`config.mk`:
```
export PLATFORM = sky130hd
export DESIGN_NAME = serial_bit_streamer
export DESIGN_NICKNAME = d
export VERILOG_FILES = /design/src/rtl/serial_bit_streamer.sv
export SDC_FILE = /design/constraint.sdc
export NUM_CORES = 1
export LEC_CHECK = 0
export CAP_MARGIN = 20
export CORE_MARGIN = 1
export CORE_UTILIZATION = 26
export DETAILED_ROUTE_END_ITERATION = 10
export GPL_ROUTABILITY_DRIVEN = 1
export GPL_TIMING_DRIVEN = 0
export HOLD_SLACK_MARGIN = 0.08
export PLACE_DENSITY = 0.48
export SLEW_MARGIN = 0
export SYNTH_ARGS = -nofsm -noshare
export SYNTH_HDL_FRONTEND = slang
export SYNTH_SLANG_ARGS = --single-unit
```
`constraint.sdc`:
```
create_clock -name clk -period 2.3 [get_ports clk]
set_input_delay 0.575 -clock clk [delete_from_list [all_inputs] [get_ports clk]]
set_output_delay 0.575 -clock clk [all_outputs]
set_load 0.005 [all_outputs]
```
`src/rtl/serial_bit_streamer.sv`:
```
// Purpose : parallel-to-serial front end; buffers one WIDTH-bit word and shifts it out one bit per clock.
// Latency : word accepted at edge k drives its first bit on dout after edge k+1 (idle shifter); no bubble between words.
// Backpr. : in_ready = !hold_full; a word offered while in_ready is low is ignored and must be held by the source.
//
// Ports:
//   clk        - system clock, rising edge
//   reset      - asynchronous active-low reset
//   in_data    - parallel word, qualified by in_valid / in_ready
//   dout       - serial bit (0 when idle), dout_valid marks real data bits
//   last_bit   - dout carries the final bit of the current word
//   busy       - shifter active or holding buffer occupied
//   words_sent - count of words fully shifted out, wraps
module serial_bit_streamer #(
  parameter int WIDTH     = 16,
  parameter bit MSB_FIRST = 1'b1,
  parameter int CNT_W     = 8
) (
  input  logic             clk,
  input  logic             reset,
  input  logic [WIDTH-1:0] in_data,
  input  logic             in_valid,
  output logic             in_ready,
  output logic             dout,
  output logic             dout_valid,
  output logic             last_bit,
  output logic             busy,
  output logic [CNT_W-1:0] words_sent
);

  localparam int CW = $clog2(WIDTH);
  localparam logic [CW-1:0] LAST_CNT = CW'(WIDTH - 1);

  typedef enum logic {
    IDLE  = 1'b0,
    SHIFT = 1'b1
  } state_t;

  state_t           state_q, state_d;
  logic [WIDTH-1:0] hold_q, hold_d;
  logic             hold_full_q, hold_full_d;
  logic [WIDTH-1:0] sreg_q, sreg_d;
  logic [CW-1:0]    cnt_q, cnt_d;
  logic [CNT_W-1:0] words_q, words_d;

  logic             at_last;
  logic             do_load;
  logic             do_accept;
  logic [WIDTH-1:0] sreg_shifted;

  always_comb begin
    state_d     = state_q;
    hold_d      = hold_q;
    hold_full_d = hold_full_q;
    sreg_d      = sreg_q;
    cnt_d       = cnt_q;
    words_d     = words_q;

    at_last   = (state_q == SHIFT) && (cnt_q == LAST_CNT);
    // Loading on the last bit's edge is what keeps back-to-back words gap-free.
    do_load   = hold_full_q && ((state_q == IDLE) || at_last);
    do_accept = in_valid && in_ready;

    // Shift toward whichever end dout is taken from.
    if (MSB_FIRST) begin
      sreg_shifted = {sreg_q[WIDTH-2:0], 1'b0};
    end else begin
      sreg_shifted = {1'b0, sreg_q[WIDTH-1:1]};
    end

    if (do_load) begin
      sreg_d      = hold_q;
      cnt_d       = '0;
      state_d     = SHIFT;
      hold_full_d = 1'b0;
    end else if (state_q == SHIFT) begin
      if (at_last) begin
        state_d = IDLE;
      end else begin
        sreg_d = sreg_shifted;
        cnt_d  = cnt_q + CW'(1);
      end
    end

    // in_ready is low whenever hold is full, so accept never collides with load.
    if (do_accept) begin
      hold_d      = in_data;
      hold_full_d = 1'b1;
    end

    if (at_last) begin
      words_d = words_q + CNT_W'(1);
    end
  end

  always_ff @(posedge clk or negedge reset) begin
    if (!reset) begin
      state_q     <= IDLE;
      hold_q      <= '0;
      hold_full_q <= 1'b0;
      sreg_q      <= '0;
      cnt_q       <= '0;
      words_q     <= '0;
    end else begin
      state_q     <= state_d;
      hold_q      <= hold_d;
      hold_full_q <= hold_full_d;
      sreg_q      <= sreg_d;
      cnt_q       <= cnt_d;
      words_q     <= words_d;
    end
  end

  // Outputs decode registers only; in_ready is additionally held low while reset is asserted.
  assign in_ready   = reset && !hold_full_q;
  assign dout_valid = (state_q == SHIFT);
  assign dout       = (state_q == SHIFT) && (MSB_FIRST ? sreg_q[WIDTH-1] : sreg_q[0]);
  assign last_bit   = (state_q == SHIFT) && (cnt_q == LAST_CNT);
  assign busy       = (state_q == SHIFT) || hold_full_q;
  assign words_sent = words_q;

endmodule

```
==> impl_metrics.tcl <==
set metrics [dict create \
    status "complete, no violations" \
    overflow 0 \
    synth_top_area_share_pct 56.51 \
    path_class "in -> out" \
    dp_hpwl_mm 2.734 \
    core_um2 7408 \
    io-pin-count 32 \
    multiInputGateArea_um2 850.8 \
    globalRouteTotalUtil_pct 10.99 \
    avgSynthCellArea_um2 14.05 \
    swShare_pct 30.43 \
    cts-buffers-inserted 5 \
    first_pass_iters 4 \
    dp.cells 276 \
    synth.mux.area_fraction_pct 26.97 \
    synth_compound_area_share_pct 1.904 \
    synthTopCellsByArea "dfrtp_1 57%, mux2_2 26%, xnor2_1 2.1%" \
    synth_nets 166 \
    drc 0 \
    clkPwrFrac_pct 16.8 \
    synth_common_cells "47 x mux2_2, 46 x dfrtp_1, 10 x nand2_1" \
    viasPerCell 4.325 \
    synth_top_family_by_area "multiplexers" \
    rows 31 \
    start_kind "input port" \
    crit_fanout 11 \
    drt-wirelength-per-cell_um 14.03 \
    slowest_stage "clkdlybuf4s50_1" \
    ys.flop_type "dfrtp_1" \
    cts_sinks 46 \
    path_cells "buf_4 -> buf_12 -> nor2b_2 -> clkdlybuf4s50_1" \
    drv_slew 0 \
    async_reset_ff_share_pct 100.0 \
    leakage_uw 0.001173 \
    grt_start_max_net_pins 21 \
    setup_viol 0 \
    grt_pass1_wl_mm 7.044 \
    period_share_pct 97.14 \
    rsz0062_at_grt "true" \
    regArea_um2 1151 \
    synth.ff_latch_count 46 \
    stdcell_count 289 \
    cts_htree_levels 2 \
    wirelength_mm 4.054 \
    slew_headroom_pct 79.57 \
    tightestPinTransition_ps 306.5 \
    p_comb_share_pct 38.3 \
    cts-root-buf "clkbuf_8" \
    cts_tree "done" \
    clock_skew_ps 8.404 \
    grt_pass1_vias 1393 \
    port_buffers 31 \
    fill_cells 691 \
    cp_top_family "buffers and inverters" \
    crit_buf_inv 3 \
    grt_antenna_before_repair 0 \
    fin_crit_ps 2234 \
    yosys.area.top_type "dfrtp_1" \
    die_w_um 90.51 \
    synthXorXnorAreaFrac_pct 3.440 \
    ir_worst_vdd_v 0.0003621 \
    place.gp.congestion 0.7091 \
    ys_seq_area_share_pct 56.51 \
    drive_gt1_share_pct 37.89 \
    clk_pin_slew_worst_paths_ps 80 \
    cp.arrival_ps 1660 \
    hold_class "in -> async" \
    clk_path_buf_depth 2 \
    synth_edf_count 0 \
    drv_cap 0 \
    area_growth_pct 31.63 \
    hold_buffers 0 \
    syn-cell-area_um2 2037 \
    synth_simple_gate_area_share_pct 7.494 \
    end_kind "output pin" \
    fmax_mhz 447.6 \
    die_h_um 90.51 \
    power_density_nw_per_um2 1132 \
    design_area_um2 2681 \
    antenna_left 0 \
    netlist_instances 145 \
    synth_fa_ha_area_share_pct 1.229 \
    vias 1250 \
    power_switching_uw 923.4 \
    report.final.hold_viol_count 0 \
    critPathRequiredTime_ps 1730 \
    placed_area_um2 2486 \
    p_int_uw 2111 \
    start_util_pct 27.50 \
    yosysUniqueCellTypes 23 \
    die_area_um2 8192 \
    slowest_delay_ps 520 \
    clock_latency_ps 300 \
    n_antenna_cell 0 \
    fin_nets 210 \
    seqPwrFrac_pct 44.9 \
    yosysWarnings 0 \
    fin_setup_tns_ps 0 \
    yosysMostFrequentCell "mux2_2" \
    drt_iter0_markers 30 \
]
-- final cells by class --
type                            count  share of cell area, %
Tap cell                           99                  4.620
Clock buffer                        7                  3.220
Multi-Input combinational cell     91                  31.73
Clock inverter                      1                 0.1867
Inverter                            4                 0.6533
Timing Repair Buffer               38                  15.49
Sequential cell                    46                  42.93
Buffer                              3                  1.167
-- flip-flops by register name, indices dropped and copies added (netlist names) --
signal / flops
hold_q: 16
cnt_q: 4
sreg_q: 16
dout_valid: 1
words_sent: 8
hold_full_q: 1
-- worst paths after layout --
kind | start | to | slack, ps | cells past startpoint
max reg2reg | cnt_q[1]$_DFFE_PN0P_ | sreg_q[9]$_DFFE_PN0P_ | 660 | 5
min in group clk | words_sent[7]$_DFFE_PN0P_ | words_sent[7]$_DFFE_PN0P_ | 490 | 1
max | reset | in_ready | 70 | 4
max in group asynchronous | reset | sreg_q[2]$_DFFE_PN0P_ | 1670 | 2
min | reset | words_sent[4]$_DFFE_PN0P_ | 120 | 1
min reg2reg | words_sent[7]$_DFFE_PN0P_ | words_sent[7]$_DFFE_PN0P_ | 490 | 1
-- routing by layer --
| layer | wire length [um] | GRT usage, % | vias to the layer above | part of all wire [%] |
|---|---|---|---|---|
| li1 | - | - | 597 | - |
| met3 | 115 | 3.199 | 2 | 2.8 |
| met5 | 0 | 0 | - | 0 |
| met1 | 1891 | 14.14 | 632 | 47 |
| met4 | 27 | 3.629 | 0 | 0.67 |
| met2 | 2020 | 17.61 | 19 | 50 |
-- worst register-to-register path: cells and delay by family (launching register included) --
family	cells	cell delay, ps
multiplexers	1	340
buffers and inverters	1	200
adder cells (fa/ha/maj)	1	200
flip-flops	1	430
AND/OR/NAND/NOR	2	370
-- cell usage in the layout (no fill, tap or decap), types with 2 or more instances in the layout --
cell type	instances
o211ai_1	2
dfrtp_1	46
xnor2_1	5
clkdlybuf4s50_1	30
nand4_1	3
mux2_2	47
a21oi_1	2
clkbuf_8	6
xor2_1	3
nand2_1	10
nor2b_1	2
buf_4	5
mux2i_1	2
nand3_1	3
nand2_2	2
nor3_1	2
inv_1	3
-- through the flow --
stage	total power (uW)	worst slack (ps)	hold slack [ps]	util, %
floorplan	2139	714.7	279.4	-
global placement	2429	-1748	459.5	33.36
detailed placement	2491	-226.5	460.2	33.56
CTS	3042	13.46	100.4	35.47
global route	3285	-12.84	109.9	36.19
finish	3035	65.83	124.7	36.19
-- power by group through the flow --
stage | combinational [uW] | sequential (uW) | clock [uW]
2_1_floorplan | 833 | 1310 | 0
5_1_grt | 1300 | 1410 | 570
4_1_cts | 1150 | 1370 | 529
3_3_place_gp | 1070 | 1360 | 0
6_report | 1160 | 1360 | 509
3_5_place_dp | 1110 | 1380 | 0
-- kinds of logic after synthesis --
logic type / after synthesis
compound gates: 6
xor+xnor: 8
fa+ha+maj: 2
buf+inv: 8
flops: 46
mux: 49
simple gates: 26
-- repair_timing --
item | in CTS | in global routing
setup buffers | 1 | 3
setup endpoints to repair | 3 | 3
resized for setup | 6 | 2
pin swaps | 0 | 0
gates cloned | 1 | 1
Power figures use the tool's default switching activity.
